[src/rtl/ps2_pkg.sv]
// Shared PS/2 receiver definitions: FSM state encoding, frame width and common scan codes.
package ps2_pkg;

  typedef enum logic [1:0] {
    IDLE,
    DATA,
    PARITY,
    STOP
  } ps2_rx_state_t;

  localparam int PS2_DATA_BITS = 8;

  // Scan-code prefixes used by the keyboard MMIO consumer
  localparam logic [7:0] PS2_BREAK_CODE = 8'hF0;
  localparam logic [7:0] PS2_EXT_CODE   = 8'hE0;

  // True when data plus parity carries an odd number of ones
  function automatic logic ps2_odd_parity_ok(input logic [PS2_DATA_BITS-1:0] data,
                                             input logic parity);
    return ^{data, parity};
  endfunction

endpackage

[src/rtl/ps2_byte_fifo.sv]
// First-word-fall-through byte FIFO. Storage array with a registered head word; a push into
// the slot that becomes the head is bypassed so data_valid and head appear together.
module ps2_byte_fifo #(
  parameter int DEPTH = 8,
  parameter int WIDTH = 8
) (
  input  logic                     clock,
  input  logic                     reset,
  input  logic                     push,
  input  logic [WIDTH-1:0]         push_data,
  input  logic                     pop,
  output logic [WIDTH-1:0]         head,
  output logic                     full,
  output logic                     empty,
  output logic [$clog2(DEPTH):0]   count
);

  localparam int AW = $clog2(DEPTH);
  localparam int CW = AW + 1;

  logic [WIDTH-1:0] mem [DEPTH];
  logic [AW-1:0]    wr_ptr_reg;
  logic [AW-1:0]    rd_ptr_reg;
  logic [AW-1:0]    rd_ptr_next;
  logic [CW-1:0]    count_reg;
  logic [WIDTH-1:0] head_reg;
  logic             push_ok;
  logic             pop_ok;

  assign empty   = (count_reg == '0);
  assign full    = (count_reg == CW'(DEPTH));
  assign pop_ok  = pop && !empty;
  // A full FIFO still takes a push when a pop frees a slot in the same cycle
  assign push_ok = push && (!full || pop_ok);

  assign rd_ptr_next = rd_ptr_reg + AW'(pop_ok);

  always_ff @(posedge clock) begin
    if (push_ok) begin
      mem[wr_ptr_reg] <= push_data;
    end
  end

  always_ff @(posedge clock) begin
    if (reset) begin
      wr_ptr_reg <= '0;
      rd_ptr_reg <= '0;
      count_reg  <= '0;
      head_reg   <= '0;
    end else begin
      if (push_ok) begin
        wr_ptr_reg <= wr_ptr_reg + AW'(1);
      end
      rd_ptr_reg <= rd_ptr_next;
      count_reg  <= count_reg + CW'(push_ok) - CW'(pop_ok);
      // Head slot being written this cycle: forward the incoming byte
      if (push_ok && (wr_ptr_reg == rd_ptr_next)) begin
        head_reg <= push_data;
      end else begin
        head_reg <= mem[rd_ptr_next];
      end
    end
  end

  assign head  = empty ? '0 : head_reg;
  assign count = count_reg;

endmodule

[src/rtl/ps2_rx_fifo.sv]
// PS/2 device-to-host receiver: pin synchronisers, clock deglitch filter, frame FSM, sticky
// error flags and a FWFT byte FIFO. Define PS2_RX_PARITY_CHECK_EN to enforce odd parity.
module ps2_rx_fifo
  import ps2_pkg::*;
#(
  parameter int FIFO_DEPTH     = 8,
  parameter int SYNC_STAGES    = 2,
  parameter int FILTER_LEN     = 4,
  parameter int TIMEOUT_CYCLES = 50000
) (
  input  logic                          clock,
  input  logic                          reset,
  input  logic                          ps2_clk,
  input  logic                          ps2_data,
  output logic [7:0]                    data_out,
  output logic                          data_valid,
  input  logic                          data_ready,
  output logic [$clog2(FIFO_DEPTH):0]   fifo_count,
  output logic                          overflow,
  output logic                          frame_err,
  input  logic                          err_clr
);

  localparam int FW = (FILTER_LEN > 1) ? $clog2(FILTER_LEN) : 1;
  localparam int TW = (TIMEOUT_CYCLES > 2) ? $clog2(TIMEOUT_CYCLES) : 1;

  logic [SYNC_STAGES-1:0] clk_sync_reg;
  logic [SYNC_STAGES-1:0] data_sync_reg;
  logic                   clk_s;
  logic                   data_s;

  logic                   filt_reg;
  logic [FW-1:0]          filt_cnt_reg;
  logic                   edge_reg;

  ps2_rx_state_t          state_reg, state_next;
  logic [2:0]             bit_idx_reg, bit_idx_next;
  logic [7:0]             shift_reg, shift_next;
  logic [TW-1:0]          tmo_cnt_reg, tmo_cnt_next;
  logic                   parity_ok;
  logic                   push;
  logic                   err_set;

  logic                   frame_err_reg;
  logic                   overflow_reg;
  logic                   fifo_full;
  logic                   fifo_empty;
  logic                   pop;

  always_ff @(posedge clock) begin
    if (reset) begin
      clk_sync_reg  <= '1;
      data_sync_reg <= '1;
    end else begin
      clk_sync_reg  <= {clk_sync_reg[SYNC_STAGES-2:0], ps2_clk};
      data_sync_reg <= {data_sync_reg[SYNC_STAGES-2:0], ps2_data};
    end
  end

  assign clk_s  = clk_sync_reg[SYNC_STAGES-1];
  assign data_s = data_sync_reg[SYNC_STAGES-1];

  // Filtered clock follows only after FILTER_LEN consecutive differing samples
  always_ff @(posedge clock) begin
    if (reset) begin
      filt_reg     <= 1'b1;
      filt_cnt_reg <= '0;
      edge_reg     <= 1'b0;
    end else begin
      edge_reg <= 1'b0;
      if (clk_s == filt_reg) begin
        filt_cnt_reg <= '0;
      end else if (filt_cnt_reg == FW'(FILTER_LEN - 1)) begin
        filt_reg     <= clk_s;
        filt_cnt_reg <= '0;
        edge_reg     <= filt_reg;
      end else begin
        filt_cnt_reg <= filt_cnt_reg + FW'(1);
      end
    end
  end

`ifdef PS2_RX_PARITY_CHECK_EN
  logic parity_reg;

  always_ff @(posedge clock) begin
    if (reset) begin
      parity_reg <= 1'b0;
    end else if (edge_reg && (state_reg == PARITY)) begin
      parity_reg <= data_s;
    end
  end

  assign parity_ok = ps2_odd_parity_ok(shift_reg, parity_reg);
`else
  assign parity_ok = 1'b1;
`endif

  always_ff @(posedge clock) begin
    if (reset) begin
      state_reg   <= IDLE;
      bit_idx_reg <= '0;
      shift_reg   <= '0;
      tmo_cnt_reg <= '0;
    end else begin
      state_reg   <= state_next;
      bit_idx_reg <= bit_idx_next;
      shift_reg   <= shift_next;
      tmo_cnt_reg <= tmo_cnt_next;
    end
  end

  always_comb begin
    state_next   = state_reg;
    bit_idx_next = bit_idx_reg;
    shift_next   = shift_reg;
    tmo_cnt_next = tmo_cnt_reg;
    push         = 1'b0;
    err_set      = 1'b0;
    if (state_reg == IDLE) begin
      tmo_cnt_next = '0;
      if (edge_reg) begin
        if (!data_s) begin
          state_next   = DATA;
          bit_idx_next = '0;
          shift_next   = '0;
        end else begin
          err_set = 1'b1;
        end
      end
    end else if (edge_reg) begin
      tmo_cnt_next = '0;
      case (state_reg)
        DATA: begin
          shift_next[bit_idx_reg] = data_s;
          if (bit_idx_reg == 3'(PS2_DATA_BITS - 1)) begin
            state_next = PARITY;
          end else begin
            bit_idx_next = bit_idx_reg + 3'd1;
          end
        end
        PARITY: state_next = STOP;
        STOP: begin
          if (data_s && parity_ok) begin
            push = 1'b1;
          end else begin
            err_set = 1'b1;
          end
          state_next = IDLE;
        end
        default: state_next = IDLE;
      endcase
    end else if (tmo_cnt_reg == TW'(TIMEOUT_CYCLES - 1)) begin
      // Device stopped clocking mid-frame: abandon the partial byte
      state_next   = IDLE;
      tmo_cnt_next = '0;
      shift_next   = '0;
      err_set      = 1'b1;
    end else begin
      tmo_cnt_next = tmo_cnt_reg + TW'(1);
    end
  end

  assign pop = data_valid && data_ready;

  ps2_byte_fifo #(
    .DEPTH (FIFO_DEPTH),
    .WIDTH (PS2_DATA_BITS)
  ) u_fifo (
    .clock     (clock),
    .reset     (reset),
    .push      (push),
    .push_data (shift_reg),
    .pop       (pop),
    .head      (data_out),
    .full      (fifo_full),
    .empty     (fifo_empty),
    .count     (fifo_count)
  );

  assign data_valid = !fifo_empty;

  // Sticky flags: a new event wins over a clear in the same cycle
  always_ff @(posedge clock) begin
    if (reset) begin
      frame_err_reg <= 1'b0;
      overflow_reg  <= 1'b0;
    end else begin
      if (err_set) begin
        frame_err_reg <= 1'b1;
      end else if (err_clr) begin
        frame_err_reg <= 1'b0;
      end
      if (push && fifo_full && !pop) begin
        overflow_reg <= 1'b1;
      end else if (err_clr) begin
        overflow_reg <= 1'b0;
      end
    end
  end

  assign frame_err = frame_err_reg;
  assign overflow  = overflow_reg;

endmodule

[config.mk]
export PLATFORM = sky130hd
export DESIGN_NAME = ps2_rx_fifo
export DESIGN_NICKNAME = d
export VERILOG_FILES = /design/src/rtl/ps2_pkg.sv /design/src/rtl/ps2_byte_fifo.sv /design/src/rtl/ps2_rx_fifo.sv
export SDC_FILE = /design/constraint.sdc
export NUM_CORES = 1
export LEC_CHECK = 0
export CAP_MARGIN = 30
export CORE_MARGIN = 1.5
export CORE_UTILIZATION = 55
export DETAILED_ROUTE_END_ITERATION = 7
export GPL_TIMING_DRIVEN = 0
export PLACE_DENSITY = 0.7
export SLEW_MARGIN = 20
export SYNTH_ARGS = -nofsm -noshare
export SYNTH_HDL_FRONTEND = slang
export SYNTH_HIERARCHICAL = 1
export SYNTH_SLANG_ARGS = --single-unit
[constraint.sdc]
create_clock -name clock -period 4.35 [get_ports clock]
set_input_delay 0.87 -clock clock [delete_from_list [all_inputs] [get_ports clock]]
set_output_delay 0.87 -clock clock [all_outputs]
set_load 0.01 [all_outputs]
==> impl_metrics.csv, run 1 <==
group,metric,value,unit
status,outcome,"finished clean",
routing,drt_iter0_drc,181,
routing,ant_nets,0,
cells_and_area,area_delta_synth_final,18.41,%
synth,syn_inst,412,
power_and_ir_drop,worst_ir_drop_vdd,0.0003349,V
run,maxCapViolCount,0,
synth,mappedNetlistArea,5260,um2
setup_path,critical_path.max_fanout,11,
timing,finalHoldViolations,0,
synth,adder_and_majority_cell_fraction_of_the_synthesized_area,4.424,%
clock_network,max-clock-path-buffers,2,
timing,final_period_minus_worst_setup_slack,4.052,ns
clock_network,tritoncts,"built",
die,dieWidth,100.8,um
setup_path,critical_path_class,"register to register",
synth,synth_simple_gate_area_share,14.53,%
worst_hold_path,min_delay_path_depth,1,
timing,finalSetupTns,0,ns
grt,antenna_found_initial,0,
timing,setup-violations-final,0,
cells_and_area,utilization,67.41,%
routing,routed_wirelength,10.25,mm
grt,grt.overflow.total,0,
grt,grt_pass1_wl,16.59,mm
cells_and_area,final_common_cell,"sky130_fd_sc_hd__edfxtp_1",
setup_path,worstPathCellList,"inv_1 -> ha_1 -> nor3b_1 -> clkbuf_1 -> nor2b_1 -> nor2b_1 -> ha_1 -> ha_1 -> clkbuf_1 -> clkbuf_2 -> mux4_2 -> mux2_2 -> mux2i_1 -> nor2_1",
cells_and_area,layout_common_cells,"sky130_fd_sc_hd__edfxtp_1 (64), sky130_fd_sc_hd__dfxtp_1 (57), sky130_fd_sc_hd__nor2_1 (41)",
clock_network,clock-sinks,121,
timing,skew,0.008497,ns
cells_and_area,antenna-diode-count,0,
synth,ff_latch_count_synth,121,
setup_path,critical_path.endpoint_type,"register",
synth,yosysSeqAreaShare,58.23,%
synth,synth_area_per_cell,12.77,um2
clock_network,htreeDepth,4,
synth,compound_gate_portion_of_the_synthesized_area,6.113,%
setup_path,worst_ep_arrival_time,4.41,ns
placed_design,numPortBuffers,20,
synth,main_combinational_cell_family_by_area_after_synthesis,"simple AND/OR/NAND/NOR gates",
setup_path,r2r.worst_path.cells,14,
cells_and_area,largest_register_ffs,64,
synth,synth_enable_flop_cells,64,
placed_design,detailedPlacementHpwl,6.936,mm
synth,synth.mux.area_fraction,9.848,%
synth,yosys.area_share.xor_xnor,4.020,%
grt,maximum_number_of_pins_on_one_net_before_global_route_repair,17,
timing,max_slew_margin,36.90,%
cells_and_area,final_nets,480,
timing,min_period_over_period,93.16,%
synth,synth_async_sr_flop_share,0,%
setup_path,critPathMostFrequentCell,"sky130_fd_sc_hd__ha_1",
clock_network,postCtsSetupBuffers,0,
clock_network,root_buffer,"sky130_fd_sc_hd__clkbuf_8",
routing,wl_per_cell,17.14,um
power_and_ir_drop,power_leakage,2.148,nW
grt,gr-usage-all-layers,22.09,%
worst_hold_path,min-delay-path-class,"register to register",
clock_network,clock_slew_at_reported_path_ffs,0.06,ns
grt,grt_pass1_vias,3266,
routing,firstDrtPassIters,4,
synth,synth.yosys.warnings,6,
timing,worst_slew_pin_slew,0.9431,ns
synth,prevailing_post_synth_register_cell,"sky130_fd_sc_hd__edfxtp_1",
setup_path,worst_path_largest_cell_delay,0.52,ns
cells_and_area,drive_above_1_share,17.27,%
setup_path,worstPathRequired,4.71,ns
placed_design,gp_routability_congestion,0.8556,
routing,vias_per_cell,5.639,
timing,timing.final.max_slew_violations,0,
cells_and_area,layout.filler_cells,659,
die,fp.dieArea,10160,um2
setup_path,cpMaxStageDelayCell,"sky130_fd_sc_hd__clkbuf_1",
timing,grt_setup_unrepaired,"false",
power_and_ir_drop,p_per_area,499.2,nW/um2
clock_network,worstSkewPairLatency,0.50,ns
routing,route.vias.total,3372,
die,design.portCount,21,
routing,drt_drc_violations_left,0,
timing,fmax,0.2468,GHz
timing,final.hold.worst_slack,0.4148,ns
die,effective_utilization_at_floorplan,56.93,%
synth,synth.lib_cells_used.distinct,53,
die,rows,35,
setup_path,setup.worst_path.start_class,"register",
clock_network,cts_inserted_buffers,17,
die,core-area,9240,um2
die,die_height,100.8,um
synth,mappedNetlistNets,436,
[cells in the mapped netlist (3+ instances only)]
| cell | instances | share of area [%] |
|---|---|---|
| sky130_fd_sc_hd__o21a_1 | 8 | 1.1 |
| sky130_fd_sc_hd__nor3_1 | 6 | 0.57 |
| sky130_fd_sc_hd__clkbuf_1 | 9 | 0.64 |
| sky130_fd_sc_hd__mux2_2 | 6 | 1.3 |
| sky130_fd_sc_hd__and3_1 | 4 | 0.48 |
| sky130_fd_sc_hd__o311ai_1 | 7 | 1.2 |
| sky130_fd_sc_hd__a22oi_1 | 3 | 0.43 |
| sky130_fd_sc_hd__mux2i_1 | 18 | 3.4 |
| sky130_fd_sc_hd__nor4_1 | 3 | 0.36 |
| sky130_fd_sc_hd__nand4_1 | 7 | 0.83 |
| sky130_fd_sc_hd__dfxtp_1 | 57 | 22 |
| sky130_fd_sc_hd__o21ai_0 | 11 | 1.0 |
| sky130_fd_sc_hd__nor3b_1 | 3 | 0.43 |
| sky130_fd_sc_hd__edfxtp_1 | 64 | 37 |
| sky130_fd_sc_hd__nand3_1 | 10 | 0.95 |
| sky130_fd_sc_hd__nor2_1 | 41 | 2.9 |
| sky130_fd_sc_hd__mux4_2 | 12 | 5.1 |
| sky130_fd_sc_hd__xnor2_1 | 13 | 2.2 |
| sky130_fd_sc_hd__ha_1 | 17 | 4.0 |
| sky130_fd_sc_hd__nand2_1 | 10 | 0.71 |
| sky130_fd_sc_hd__nor2b_1 | 21 | 2.5 |
| sky130_fd_sc_hd__xor2_1 | 8 | 1.3 |
| sky130_fd_sc_hd__nand2b_1 | 6 | 0.71 |
| sky130_fd_sc_hd__a21oi_1 | 8 | 0.76 |
| sky130_fd_sc_hd__or2_2 | 4 | 0.48 |
| sky130_fd_sc_hd__buf_2 | 6 | 0.57 |
| sky130_fd_sc_hd__inv_1 | 16 | 1.1 |
[logic make-up (layout without fill, tap and decap cells)]
group                    after synthesis  after routing
AND/OR/NAND/NOR                      134            134
flip-flops                           121            121
XOR/XNOR                              22             22
AO/OA/AOI/OAI                         46             46
buffers and inverters                 35             92
adder cells (fa/ha/maj)               18             18
multiplexers                          36             36
[through the flow]
| stage | worst slack [ns] | instances | power [W] | cell area [um2] |
|---|---|---|---|---|
| 2_1_floorplan | 1.061 | 412 | 0.001675 | 5260 |
| 3_3_place_gp | 0.1845 | 561 | 0.001880 | 5622 |
| 3_5_place_dp | 0.1425 | 565 | 0.001890 | 5675 |
| 4_1_cts | 0.07488 | 597 | 0.003141 | 6220 |
| 5_1_grt | 0.02801 | 598 | 0.003257 | 6228 |
| 6_report | 0.2977 | 598 | 0.003109 | 6228 |
[worst max-delay path: cells and delay by family (launching register included)]
family	cells	cell delay, ns
fa+ha+maj	3	0.64
simple gates	4	0.72
buf+inv	4	1.42
mux	3	0.80
flops	1	0.31
[path summary, 6_finish.rpt]
| path | start | endpoint | slack (ns) |
|---|---|---|---|
| min reg2reg | clk_sync_reg[0] | clk_sync_reg[1] | 0.41 |
| max | u_fifo/count[2] | u_fifo/head_reg[5] | 0.30 |
| max reg2reg | u_fifo/count[2] | u_fifo/head_reg[5] | 0.30 |
| min | clk_sync_reg[0] | clk_sync_reg[1] | 0.41 |
[cell type report]
class / count / area [um2] / share of cell area (%)
buffer: 19 / 90.09 / 1.446
clock buffer: 19 / 452.9 / 7.272
clock inverter: 13 / 91.34 / 1.466
inverter: 16 / 60.06 / 0.9642
multi-input combinational: 256 / 2074 / 33.31
sequential: 121 / 3063 / 49.18
tap: 129 / 161.4 / 2.591
timing repair buffer: 25 / 235.2 / 3.777
[per-layer routing]
metal | share of wire, % | GRT usage (%)
met5 | 0 | 0
met3 | 4.7 | 5.132
met4 | 0.64 | 7.259
met2 | 51 | 37.21
met1 | 43 | 28.30
[where the power goes]
group / internal, W / switching, W
Sequential: 0.00123 / 0.0000194
Combinational: 0.000306 / 0.000311
Clock: 0.000750 / 0.000497
[repair_timing]
item                                    4_1_cts  5_1_grt
endpoints found under the setup margin        0        4
hold buffers                                  0        0
resized for setup                             0        2
Power figures use the tool's default switching activity.
==> run 2: changes to the inputs <==
Settings changed: HOLD_SLACK_MARGIN from default to 0.03.
==> results of run 2 <==
Final layout, timing and power as in run 1 (identical DEF).
==> run 3: changes to the inputs <==
Settings changed: TNS_END_PERCENT from default to 100.
==> results of run 3 <==
Final layout, timing and power as in run 1 (identical DEF).
